===== src/rtl/dataselect_32_bit_4dist.sv =====
// 1-to-4 registered data distributor with per-slot valid/consume handshake.
// Optional refused-write counter (drop_cnt) enabled by DATASELECT_DROPCNT_EN.
module dataselect_32_bit_4dist #(
  parameter int unsigned          WIDTH       = 32,
  parameter logic [WIDTH-1:0]     RESET_VALUE = '0
) (
  input  logic             clk,
  input  logic             rst_n,
  input  logic [WIDTH-1:0] data_in,
  input  logic [1:0]       ctrl,
  input  logic             wr_en,
  output logic             wr_ready,
  input  logic [3:0]       consume,
  output logic [WIDTH-1:0] data_out1,
  output logic [WIDTH-1:0] data_out2,
  output logic [WIDTH-1:0] data_out3,
  output logic [WIDTH-1:0] data_out4,
  output logic [3:0]       valid,
  output logic [2:0]       occupancy
`ifdef DATASELECT_DROPCNT_EN
  ,
  output logic [7:0]       drop_cnt
`endif
);

  logic [WIDTH-1:0] data_q [4];
  logic             accept;
  logic [3:0]       wr_sel;
  logic [3:0]       valid_nxt;
  logic [2:0]       occ_nxt;

  // A slot is writable if empty, or if its consumer drains it this same cycle.
  assign wr_ready = ~valid[ctrl] | consume[ctrl];
  assign accept   = wr_en & wr_ready;
  assign wr_sel   = accept ? (4'b0001 << ctrl) : 4'b0000;

  // Write wins over consume on the same slot, so valid stays set.
  assign valid_nxt = (valid & ~consume) | wr_sel;

  always_comb begin
    occ_nxt = '0;
    for (int i = 0; i < 4; i++) begin
      occ_nxt = occ_nxt + 3'(valid_nxt[i]);
    end
  end

  always_ff @(posedge clk or negedge rst_n) begin
    if (!rst_n) begin
      for (int i = 0; i < 4; i++) begin
        data_q[i] <= RESET_VALUE;
      end
      valid     <= '0;
      occupancy <= '0;
    end else begin
      for (int i = 0; i < 4; i++) begin
        if (wr_sel[i]) begin
          data_q[i] <= data_in;
        end
      end
      valid     <= valid_nxt;
      occupancy <= occ_nxt;
    end
  end

  assign data_out1 = data_q[0];
  assign data_out2 = data_q[1];
  assign data_out3 = data_q[2];
  assign data_out4 = data_q[3];

`ifdef DATASELECT_DROPCNT_EN
  logic refused;

  assign refused = wr_en & ~wr_ready;

  // Saturating count of producer stall cycles.
  always_ff @(posedge clk or negedge rst_n) begin
    if (!rst_n) begin
      drop_cnt <= '0;
    end else if (refused && (drop_cnt != 8'hFF)) begin
      drop_cnt <= drop_cnt + 8'd1;
    end
  end
`endif

endmodule


===== config.mk =====
export PLATFORM = sky130hd
export DESIGN_NAME = dataselect_32_bit_4dist
export DESIGN_NICKNAME = d
export VERILOG_FILES = /design/src/rtl/dataselect_32_bit_4dist.sv
export SDC_FILE = /design/constraint.sdc
export NUM_CORES = 1
export LEC_CHECK = 0
export CELL_PAD_IN_SITES_DETAIL_PLACEMENT = 1
export CELL_PAD_IN_SITES_GLOBAL_PLACEMENT = 1
export CORE_MARGIN = 2
export CORE_UTILIZATION = 33
export CTS_CLUSTER_DIAMETER = 80
export DETAILED_ROUTE_END_ITERATION = 6
export PLACE_DENSITY_LB_ADDON = 0.12
export SLEW_MARGIN = 20
export SYNTH_ARGS = -nofsm -noshare
export SYNTH_HDL_FRONTEND = slang
export SYNTH_SLANG_ARGS = --single-unit

===== constraint.sdc =====
create_clock -name clk -period 2 [get_ports clk]
set_clock_uncertainty 0.15 [all_clocks]
set_input_delay 0.4 -clock clk [delete_from_list [all_inputs] [get_ports clk]]
set_output_delay 0.4 -clock clk [all_outputs]
set_load 0.02 [all_outputs]

# Word-level counts from Yosys, hierarchy flattened
# Index checks and enable logic that the tools add are counted.
[op_classes]
addsub = 3
magnitude_cmp = 1
shift = 1
n_mux = 5
bitwise = 6
[op_table]
columns = ["cell", "n"]
rows = [
  ["$and 4x4->4", 1],
  ["$bmux 1 s2", 2],
  ["$mux 4", 1],
  ["$not 4->4", 1],
  ["$or 4x4->4", 1],
  ["$shl 1x2->4 const A", 1],
  ["$add 2x1->3", 1],
  ["$add 3x1->3", 1],
  ["$lt 2x3->1 const B", 1],
  ["$add 1x1->2", 1],
  ["$mux 1", 2],
  ["$and 1x1->1", 1],
  ["$not 1->1", 1],
  ["$or 1x1->1", 1],
]
[totals]
register_bits = 135
inputBits = 41
output_inout_bits = 136
elab_cells = 22

# Logic depth before layout (Yosys ltp)
[depth]
word_depth = 10
ltp_mapped = 9
ltp_nobuf = 7

# Worst setup path after synthesis
# No wires, ideal clock.
[synth_path]
path_kind = "input-to-reg"
start = "input port ctrl[1]"
end = "register occupancy[1]"
setup_time_ns = 0.126
arrival_ns = 2.047
required_time_ns = 1.724
slack_ns = -0.323
cell_stages = 8
path_buffers = 1
path_cell_list = "nor3b_2 -> nand2_2 -> buf_2 -> and2_1 -> fa_1 -> inv_1 -> ha_1 -> ha_1"
[synth_via]
elab_chain_len = 10
elab_cells_between_ends = 13
cone_classes = "add/sub (3); shift (1); mux (5); bitwise (4)"
[synth_lines]
columns = ["item", "line_no", "source"]
rows = [
  ["from (decl)", "10", "input logic [1:0] ctrl,"],
  ["$bmux 1 s2", "33", "assign wr_ready = ~valid[ctrl] | consume[ctrl];"],
  ["$mux 1 (implied by the code)", "33", ""],
  ["$not 1->1", "33", ""],
  ["$or 1x1->1", "33", ""],
  ["$and 1x1->1", "34", "assign accept = wr_en & wr_ready;"],
  ["$mux 4 (*)", "35", "assign wr_sel = accept ? (4'b0001 << ctrl) : 4'b0000;"],
  ["$or 4x4->4 (*)", "38", "assign valid_nxt = (valid & ~consume) | wr_sel;"],
  ["$add 1x1->2", "43", "occ_nxt = occ_nxt + 3'(valid_nxt[i]);"],
  ["$add 2x1->3", "43", ""],
  ["$add 3x1->3 (*)", "43", ""],
  ["named net occ_nxt[1]", "30", "logic [2:0] occ_nxt;"],
  ["to (signal assigned)", "61", "occupancy <= occ_nxt;"],
  ["to (decl)", "19", "output logic [2:0] occupancy"],
]
# Mark *: on every way through the listed nets, which the timed path passes. The rest lies on a longest branch. The select of a mux whose other input is x is not followed.
# A chain may end at the register's enable or synchronous reset.

# Final worst setup path
[layout_path]
start = "register valid[3]"
end = "output port wr_ready"
[layout_via]
elab_chain_len = 4
[layout_lines]
columns = ["item", "line_no", "source"]
rows = [
  ["from (decl)", "18", "output logic [3:0] valid,"],
  ["from (signal assigned)", "60", "valid <= valid_nxt;"],
  ["$bmux 1 s2", "33", ""],
  ["$mux 1 (implied by the code)", "33", ""],
  ["$not 1->1", "33", ""],
  ["$or 1x1->1", "33", ""],
  ["to (decl)", "12", "output logic wr_ready,"],
]
# No other way between the ends. The select of a mux whose other input is x is not followed.

==> summary.md <==
| Metric | Value |
|---|---|
| DRC | 0 |
| Layout cells sized above 1 | 0.368 |
| Slowest stage delay, CP | 0.49 ns |
| # rows | 45 |
| Post-Place Cells | 673 |
| Hold Path Class | primary input to asynchronous set/reset pin |
| Initial DRT Pass Iterations | 4 |
| Failing checks | negative setup slack |
| Worst EP arrival | 1.51 ns |
| Clock power frac | 0.313 |
| Synthesized flop and latch total | 135 |
| I/O Buffers | 176 |
| CTS Buf Count | 17 |
| Total GRT Usage | 0.168 |
| Synth Instances | 302 |
| Number of synthesized flops with an enable pin | 0 |
| Synth Area in Compound Gates | 0.00340 |
| Diode count | 0 |
| Largest family of logic cells by synthesized area | multiplexers |
| Distinct cells, synth | 22 |
| TNS Setup | -0.0607 ns |
| Max Root-Sink Buffers | 2 |
| Slew headroom | 0.625 |
| RSZ-0062 raised after global routing | yes |
| Commonest cells post-synth | dfrtp_1, mux2_2, buf_6, mux2_1, buf_4 |
| Clk sinks | 135 |
| DRT iter0 DRCs | 64 |
| Slew @ Worst Pin | 0.563 ns |
| Top cells by area, synth | dfrtp_1, mux2_2, buf_6 |
| P_leak | 3.43 nW |
| Post-Synth Simple-Gate Area | 0.0197 |
| Cell area after layout | 7910 sq um |
| Die Footprint | 16,600 sq um |
| Power Internal | 0.00658 W |
| Area share of fa/ha/maj cells after synthesis | 0.00875 |
| Startpoint type of the worst setup path | flip-flop |
| Final period utilization | 1.03 |
| Crit-path cells | nand2b_4 > mux4_2 > buf_6 |
| WS Path Type | flip-flop to output port |
| Crit-path max FO | 2 |
| Post-synth ARST share | 1.00 |
| Synth area leader | dfrtp_1 |
| Sequential Power Share | 0.386 |
| Critical-path top delay cell | mux4_2 |
| Syn avg cell area | 17.0 sq um |
| Core region area | 15,200 sq um |
| Placed cell area | 7290 sq um |
| H-tree depth | 4 |
| Initial Util | 0.338 |
| Reg area | 3380 sq um |
| Grt total ovfl | 0 |
| Ys flop type | dfrtp_1 |
| First-pass GRT wire length | 20,800 um |
| Routed wire length | 13,100 um |
| Die height | 129 um |
| Net Sw Frac | 0.291 |
| Nets@finish | 550 |
| Synth Area in XOR/XNOR | 0 |
| Routed Antenna Nets | 0 |
| Max Cap Violations | 0 |
| WP data required | 1.45 ns |
| Hold Slack | 0.322 ns |
| Fmax | 485 MHz |
| Layout fillers | 1,465 |
| Peak supply drop | 0.915 mV |
| I/O pin cnt | 177 |
| Crit path time final | 2.06 ns |
| RePlAce Congestion | 0.756 |
| CP Capture Type | output port |
| Syn Nets | 346 |
| Mux contribution to synthesized area | 0.285 |
| Final setup margin | -0.0607 ns |
| Total number of vias | 3,254 |
| Root buffer cell | clkbuf_16 |
| Area growth syn-to-layout | 53.7% |
| Clock Latency Late Sink | 0.41 ns |
| Comb pwr share | 0.301 |
| Vias in the first global route | 3,721 |
| Max Slew Vio Count | 0 |
| Setup violators final | 1 |
| Power Density | 1170 nW/um^2 |
| Delay-heaviest family, CP | multiplexers |
| Post-Layout Cell Count | 705 |
| Pin count of the biggest net entering global routing | 41 |
| WP buf/inv | 1 |
| Worst-path clk slew | 0.05 ns |
| Area share of the largest cell type after synthesis | 0.657 |
| Initial antenna violation count | 0 |
| Status | complete, but fails checks |
| Post-Synthesis Cell Area | 5140 sq um |
| YS warnings | 0 |
| Multi-input logic area | 1710 sq um |
| Die width | 129 um |
| Routed len/inst | 18.5 um |
| HPWL after DPL | 8990 um |
| Seq/Total Area, Yosys | 0.657 |
| CTS tree | yes |
| Most common cell in the netlist | dfrtp_1 |
| Endpoints failing hold | 0 |
| Total net switching power | 0.00270 W |
| Via density | 4.62 |
==> cell usage in the layout (no fill, tap or decap), types with 2 or more instances in the layout <==
cell type        synthesis  final
buf_12                   0      6
nand2b_4                 0      4
clkdlybuf4s50_1          0    154
inv_1                    4      3
mux2_1                   6      6
dfrtp_2                  0      2
ha_4                     0      2
nor3b_4                  1      2
clkinv_2                 0      5
clkbuf_1                 0      3
nand2_1                  3      3
buf_4                    5     15
dlygate4sd2_1            0     11
bufinv_16                0      2
dlymetal6s2s_1           0      8
dfrtp_1                135    133
buf_6                    6      3
clkinvlp_4               0      3
mux2_2                 122    122
clkbuf_16                0     17
==> what timing repair did <==
action,CTS,global route
hold endpoints to repair,36,0
setup endpoints to repair,39,10
pin swaps,2,1
hold buffers,1,0
resized for setup,26,9
buffers inserted,1,0
==> routing by layer <==
layer | track usage | up-vias | wire [um]
met5 | 0 | - | 0
li1 | - | 1471 | -
met1 | 0.195 | 1658 | 5330
met4 | 0.0633 | 0 | 181
met2 | 0.276 | 109 | 6480
met3 | 0.0723 | 16 | 1080
==> registers in the layout (all words and copies together), names as in the netlist <==
| signal | flops |
|---|---|
| data_out1 | 32 |
| data_out2 | 32 |
| data_out4 | 32 |
| data_out3 | 32 |
| valid | 4 |
| occupancy | 3 |
==> power by group through the flow <==
| stage | Combinational [W] | Sequential, W | Clock [W] |
|---|---|---|---|
| global placement | 0.00280 | 0.00361 | 0 |
| floorplan | 0.000582 | 0.00432 | 0 |
| global route | 0.00295 | 0.00368 | 0.00312 |
| detailed placement | 0.00283 | 0.00364 | 0 |
| CTS | 0.00284 | 0.00360 | 0.00300 |
| finish | 0.00279 | 0.00359 | 0.00290 |
==> final timing paths <==
check                                         start                       end  slack [ns]  cells after the start
max                              valid[3]$_DFF_PN0_                  wr_ready       -0.06                      3
min                                           rst_n  data_out2[3]$_DFFE_PN0P_        0.32                      2
max reg2reg                      valid[0]$_DFF_PN0_    occupancy[1]$_DFF_PN0_        0.03                      8
min reg2reg                data_out2[6]$_DFFE_PN0P_  data_out2[6]$_DFFE_PN0P_        0.33                      1
max in group asynchronous                     rst_n  data_out4[9]$_DFFE_PN0P_        0.75                      3
min in group clk           data_out2[6]$_DFFE_PN0P_  data_out2[6]$_DFFE_PN0P_        0.33                      1
==> kinds of logic (layout without fill, tap and decap cells) <==
family                   Yosys count  in the layout
flip-flops                       135            135
multiplexers                     129            129
buffers and inverters             18            233
AND/OR/NAND/NOR                   14             14
adder cells (fa/ha/maj)            3              3
AO/OA/AOI/OAI                      3              3
==> metrics by stage <==
stage	setup slack, ns	total power, W	util
after global placement	-0.624	0.00640	0.480
after detailed placement	-0.686	0.00647	0.480
after floorplan	-0.203	0.00490	-
final	-0.0607	0.00928	0.520
after global routing	-0.124	0.00974	0.520
after CTS	-0.0979	0.00944	0.519
==> cell type report <==
| type | instances | share of cell area |
|---|---|---|
| clock buffer | 20 | 0.0552 |
| sequential | 135 | 0.427 |
| inverter | 4 | 0.00190 |
| multi-input combinational | 149 | 0.216 |
| timing repair buffer | 199 | 0.256 |
| clock inverter | 10 | 0.0136 |
| tap | 188 | 0.0297 |
(Power assumes the default switching activity.)
